[src/rtl/button_pulse_shaper_if.sv]
// Signal bundle between the raw pushbutton side and the debounced outputs.
// The shaper takes the slave modport; the stimulus side (pin driver / consumer) takes master.
interface button_pulse_shaper_if #(
  parameter int CNT_W = 8
);
  logic             btn_n_in;
  logic             btn_pulse;
  logic             btn_level;
  logic [CNT_W-1:0] press_count;

  modport master (
    output btn_n_in,
    input  btn_pulse,
    input  btn_level,
    input  press_count
  );

  modport slave (
    input  btn_n_in,
    output btn_pulse,
    output btn_level,
    output press_count
  );
endinterface

[src/rtl/button_pulse_shaper.sv]
// Synchronises and debounces an active-low pushbutton; one pulse per accepted press.
// Define BUTTON_AUTOREPEAT_EN to build the auto-repeat counter (pulse every REPEAT_CYCLES while held).
module button_pulse_shaper #(
  parameter int DEBOUNCE_CYCLES = 4,
  parameter int REPEAT_CYCLES   = 16,
  parameter int CNT_W           = 8
) (
  input logic                  clk,
  input logic                  rst,
  button_pulse_shaper_if.slave bus
);

  localparam int DB_W = (DEBOUNCE_CYCLES > 1) ? $clog2(DEBOUNCE_CYCLES) : 1;
  localparam logic [DB_W-1:0] DB_LAST = DB_W'(DEBOUNCE_CYCLES - 1);

  typedef enum logic [1:0] {IDLE, PRESS_WAIT, HELD, RELEASE_WAIT} state_e;

  state_e           state_q, state_d;
  logic             s1_q, s2_q;
  logic [DB_W-1:0]  cnt_q, cnt_d;
  logic             pulse_q, pulse_d;
  logic             level_q, level_d;
  logic [CNT_W-1:0] count_q, count_d;
  logic             accept, release_done, rep_fire;

`ifdef BUTTON_AUTOREPEAT_EN
  localparam int RP_W = (REPEAT_CYCLES > 1) ? $clog2(REPEAT_CYCLES) : 1;
  localparam logic [RP_W-1:0] RP_LAST = RP_W'(REPEAT_CYCLES - 1);
  logic [RP_W-1:0] rep_q, rep_d;
  logic            rep_hit;
  assign rep_hit  = (rep_q == RP_LAST);
  assign rep_fire = (state_q == HELD) && !s2_q && rep_hit;
`else
  assign rep_fire = 1'b0;
`endif

  // State register, synchroniser and registered outputs
  always_ff @(posedge clk) begin
    if (rst) begin
      s1_q    <= 1'b1;
      s2_q    <= 1'b1;
      state_q <= IDLE;
      cnt_q   <= '0;
      pulse_q <= 1'b0;
      level_q <= 1'b0;
      count_q <= '0;
`ifdef BUTTON_AUTOREPEAT_EN
      rep_q   <= '0;
`endif
    end else begin
      s1_q    <= bus.btn_n_in;
      s2_q    <= s1_q;
      state_q <= state_d;
      cnt_q   <= cnt_d;
      pulse_q <= pulse_d;
      level_q <= level_d;
      count_q <= count_d;
`ifdef BUTTON_AUTOREPEAT_EN
      rep_q   <= rep_d;
`endif
    end
  end

  // Next-state logic
  always_comb begin
    state_d = state_q;
    cnt_d   = cnt_q;
`ifdef BUTTON_AUTOREPEAT_EN
    rep_d   = rep_q;
`endif
    case (state_q)
      IDLE: begin
        if (!s2_q) begin
          state_d = PRESS_WAIT;
          cnt_d   = '0;
        end
      end
      PRESS_WAIT: begin
        if (s2_q) begin
          state_d = IDLE;
        end else if (cnt_q == DB_LAST) begin
          state_d = HELD;
`ifdef BUTTON_AUTOREPEAT_EN
          rep_d   = '0;
`endif
        end else begin
          cnt_d = cnt_q + 1'b1;
        end
      end
      HELD: begin
        if (s2_q) begin
          state_d = RELEASE_WAIT;
          cnt_d   = '0;
        end
`ifdef BUTTON_AUTOREPEAT_EN
        else if (rep_hit) rep_d = '0;
        else              rep_d = rep_q + 1'b1;
`endif
      end
      RELEASE_WAIT: begin
        // Low again before the release is accepted: a bounce, not a new press
        if (!s2_q) begin
          state_d = HELD;
`ifdef BUTTON_AUTOREPEAT_EN
          rep_d   = '0;
`endif
        end else if (cnt_q == DB_LAST) begin
          state_d = IDLE;
        end else begin
          cnt_d = cnt_q + 1'b1;
        end
      end
      default: state_d = IDLE;
    endcase
  end

  // Output logic (feeds the output registers)
  always_comb begin
    accept       = (state_q == PRESS_WAIT) && !s2_q && (cnt_q == DB_LAST);
    release_done = (state_q == RELEASE_WAIT) && s2_q && (cnt_q == DB_LAST);
    pulse_d      = accept | rep_fire;
    level_d      = level_q;
    if (accept)       level_d = 1'b1;
    if (release_done) level_d = 1'b0;
    count_d      = count_q + CNT_W'(pulse_d);
  end

  assign bus.btn_pulse   = pulse_q;
  assign bus.btn_level   = level_q;
  assign bus.press_count = count_q;

endmodule
[src/flat_wrapper.sv]
// flat-port wrapper written by rule: the top's interface ports become plain ports
module button_pulse_shaper_flat 
#(
  parameter int DEBOUNCE_CYCLES = 4,
  parameter int REPEAT_CYCLES   = 16,
  parameter int CNT_W           = 8
)
  (clk, rst, bus_btn_n_in, bus_btn_pulse, bus_btn_level, bus_press_count);
  button_pulse_shaper_if #(.CNT_W(CNT_W)) bus_i ();
  input logic clk;
  input logic rst;
  input wire logic [$bits(bus_i.btn_n_in)-1:0] bus_btn_n_in;
  output wire logic [$bits(bus_i.btn_pulse)-1:0] bus_btn_pulse;
  output wire logic [$bits(bus_i.btn_level)-1:0] bus_btn_level;
  output wire logic [$bits(bus_i.press_count)-1:0] bus_press_count;
  assign bus_i.btn_n_in = bus_btn_n_in;
  assign bus_btn_pulse = bus_i.btn_pulse;
  assign bus_btn_level = bus_i.btn_level;
  assign bus_press_count = bus_i.press_count;
  button_pulse_shaper #(.DEBOUNCE_CYCLES(DEBOUNCE_CYCLES), .REPEAT_CYCLES(REPEAT_CYCLES), .CNT_W(CNT_W)) u_core (.clk(clk), .rst(rst), .bus(bus_i));
endmodule
[config.mk]
export PLATFORM = sky130hd
export DESIGN_NAME = button_pulse_shaper_flat
export DESIGN_NICKNAME = d
export VERILOG_FILES = /design/src/rtl/button_pulse_shaper_if.sv /design/src/rtl/button_pulse_shaper.sv /design/src/flat_wrapper.sv
export SDC_FILE = /design/constraint.sdc
export NUM_CORES = 1
export LEC_CHECK = 0
export ABC_AREA = 1
export BUFFER_PORTS_ARGS = -buffer_cell sky130_fd_sc_hd__buf_4
export CORE_MARGIN = 2
export CORE_UTILIZATION = 50
export CTS_CLUSTER_SIZE = 28
export DETAILED_ROUTE_END_ITERATION = 7
export GPL_TIMING_DRIVEN = 0
export PLACE_DENSITY = 0.73
export SLEW_MARGIN = 20
export SYNTH_ARGS = -nofsm -noshare
export SYNTH_HDL_FRONTEND = slang
export SYNTH_SLANG_ARGS = --single-unit
[constraint.sdc]
create_clock -name clk -period 3.7 [get_ports clk]
set_clock_uncertainty 0.15 [all_clocks]
set_input_delay 0.185 -clock clk [delete_from_list [all_inputs] [get_ports clk]]
set_output_delay 0.185 -clock clk [all_outputs]
set_load 0.03 [all_outputs]
==> results_dict.tcl <==
set metrics [dict create \
    syn_area_um2 687 \
    grtUsageTotal 0.153 \
    vias_per_cell 4.49 \
    pwr_density_cell_nw_per_um2 338 \
    synth_area_leaders "dfxtp_1 47%, nand2_1 9.3%, nor2_1 7.1%" \
    num_antenna_cells 0 \
    final_hold_viol_count 0 \
    synth_compound_area_frac 0.0364 \
    synth_top_family_by_area "simple AND/OR/NAND/NOR gates" \
    synth_mux_area_frac 0 \
    syn_to_final_growth_pct 20.6 \
    ff2ff_path_depth 10 \
    clock_path_buffers 2 \
    die_y_um 41.1 \
    ir_drop_mv 0.229 \
    p_leak_nw 0.388 \
    cp-end-kind "flip-flop" \
    rows 13 \
    synthAdderAreaFrac 0.0546 \
    min_to "u_core.cnt_q[0]$_SDFFE_PP0P_" \
    synth.avg_cell_area_um2 8.08 \
    clock_sinks 16 \
    drt-wirelength-per-cell_um 9.52 \
    synthesis.yosys.warnings 0 \
    htree_levels 1 \
    drt-total-wl_um 1100 \
    syn_inst 85 \
    gp_congestion 0.740 \
    reg2reg_setup_slack_ps 1890 \
    rsz0062_at_grt "false" \
    io_pins 13 \
    nFillCells 116 \
    cts.repair.resized 0 \
    startpoint "u_core.cnt_q[0]$_SDFFE_PP0P_" \
    setup_tns_ps 0 \
    ctsRootBufferMaster "clkbuf_4" \
    ys_seq_area_frac 0.466 \
    worst_hold_path.num_cells 4 \
    hold_slack_ps 70.8 \
    synth_xor_xnor_area_share 0.0383 \
    slew_viol_final 0 \
    syn_nets 91 \
    ys_seq_elements 16 \
    drv_cap 0 \
    synth_simple_gate_area_frac 0.348 \
    r2r-start "u_core.cnt_q[0]$_SDFFE_PP0P_" \
    nets 109 \
    clock_latency_ps 280 \
    max_stage_delay_ps 350 \
    power.total_mw 0.280 \
    fmax_mhz 553 \
    crit_slowest_cell "dfxtp_1" \
    path_class "flip-flop to flip-flop" \
    min_path_type "primary input to flip-flop" \
    grt_pass1_wl_um 1680 \
    first_pass_iters 2 \
    antenna_found_initial 0 \
    yosysTopAreaCellShare 0.466 \
    final_area_um2 828 \
    io_buffers 12 \
    setup_ws_ps 1890 \
    drive_above_1_share 0.267 \
    first_iter_violations 7 \
    critPathLaunchType "flip-flop" \
    yosysTopAreaCell "dfxtp_1" \
    cts_setup_buffers 0 \
    core-area_um2 1280 \
    post-route-period-util 0.489 \
    clkTransAtPathRegs_ps 90 \
    post-place-ws_ps 1900 \
    rr_endpoint "u_core.bus.press_count[6]$_SDFF_PP0_" \
    hold_start "rst" \
    drc 0 \
    grt-ovfl-total 0 \
    start_util 0.535 \
    die_w_um 41.1 \
    period_needed_ps 1810 \
    required_ps 3730 \
    dp_hpwl_um 800 \
    num_vias 521 \
    ant_nets 0 \
    placed_area_um2 796 \
    setup_violations 0 \
    synth.distinct_cells 20 \
    worst_pin_slew_ps 211 \
    max_slew_margin 0.858 \
    grt_pass1_vias 393 \
    status "completed" \
    cts_tree "done" \
    die_area_um2 1690 \
    crit_path_frequent_cell "ha_1" \
    path_cells "ha_1, nand2_4, nor2_4, ha_1, ha_1, nand3_2, nor2_2, nand2_1, nand2_1, nor2_1" \
    critPathMaxFanout 8 \
    grt_max_degree 11 \
    cts_buffers 3 \
    cp.arrival_ps 1840 \
]
==> worst max path at each step <==
stage                                      endpoint  slack (ps)  cells after the start
6_report       u_core.bus.press_count[6]$_SDFF_PP0_        1890                     10
5_1_grt        u_core.bus.press_count[6]$_SDFF_PP0_        1770                     10
2_1_floorplan  u_core.bus.press_count[6]$_SDFF_PP0_        2010                     10
3_5_place_dp   u_core.bus.press_count[6]$_SDFF_PP0_        1900                     10
3_3_place_gp   u_core.bus.press_count[6]$_SDFF_PP0_        1920                     10
4_1_cts        u_core.bus.press_count[6]$_SDFF_PP0_        1880                     10
==> layout by cell type, fill, tap and decap left out, types with 3 or more instances in the layout <==
cell type and instances:
buf_4 12, ha_1 3, inv_1 7, nor2_2 3
nor2_1 13, dfxtp_1 16, nand2_1 17, nand3_1 5
clkbuf_4 3, a21oi_1 3
==> state kept, by name, summed over array words and instances (netlist names), named ones only <==
| register | count |
|---|---|
| u_core.bus.btn_level | 1 |
| u_core.bus.btn_pulse | 1 |
| u_core.bus.press_count | 8 |
| u_core.cnt_q | 2 |
| u_core.s1_q | 1 |
| u_core.s2_q | 1 |
| u_core.state_q | 1 |
==> where the power goes <==
part	switching, mW	internal (mW)	total, mW
clock network	0.0517	0.0377	0.0893
registers	0.00145	0.174	0.176
logic	0.00833	0.00625	0.0146
==> kinds of logic after synthesis <==
family,Yosys count
AOI/OAI and AO/OA,5
xor gates and xnor gates,3
adders and majority gates,3
buffers and inverters,10
DFF,16
and+or+nand+nor,48
==> Yosys cell counts <==
library cell,count
inv_2,2
nand3_1,5
nor2_1,13
inv_1,7
a21oi_1,3
nor2_2,3
or2_1,2
nor3_1,2
dfxtp_1,16
buf_2,1
nand2_2,1
nand3_2,2
nor2_4,1
nand2_4,2
o21ai_0,1
nand2_1,17
ha_1,3
xor2_1,2
o21ai_1,1
xnor2_1,1
==> layer usage <==
metal	routed length [um]	up-vias	global-route usage
li1	-	297	-
met1	625	215	0.232
met2	430	7	0.199
met3	35	2	0.0326
met4	12	0	0.0750
met5	0	-	0
==> worst max-delay path, delay by kind of cell, from the launching register on <==
kind / cells / cell delay (ps)
adder cells (fa/ha/maj): 3 / 630
flip-flops: 1 / 350
AND/OR/NAND/NOR: 7 / 580
==> area by class of cell <==
cell class | instances | area [um^2] | area share
tap | 15 | 18.8 | 0.0227
inverter | 9 | 33.8 | 0.0408
clock buffer | 3 | 22.5 | 0.0272
multi-input combinational | 59 | 328 | 0.396
sequential | 16 | 320 | 0.387
buffer | 1 | 5.00 | 0.00604
timing repair buffer | 13 | 100 | 0.121
==> repair_timing <==
item                                    in CTS  in global routing
hold buffers                                 1                  0
endpoints found under the hold margin        1                  0
endpoints found under the setup margin       0                  0
==> per-stage QoR <==
stage / std cells / util
3_3_place_gp: 112 / 0.619
6_report: 116 / 0.645
5_1_grt: 116 / 0.645
2_1_floorplan: 85 / -
4_1_cts: 116 / 0.645
3_5_place_dp: 112 / 0.619
Power figures use the tool's default switching activity.
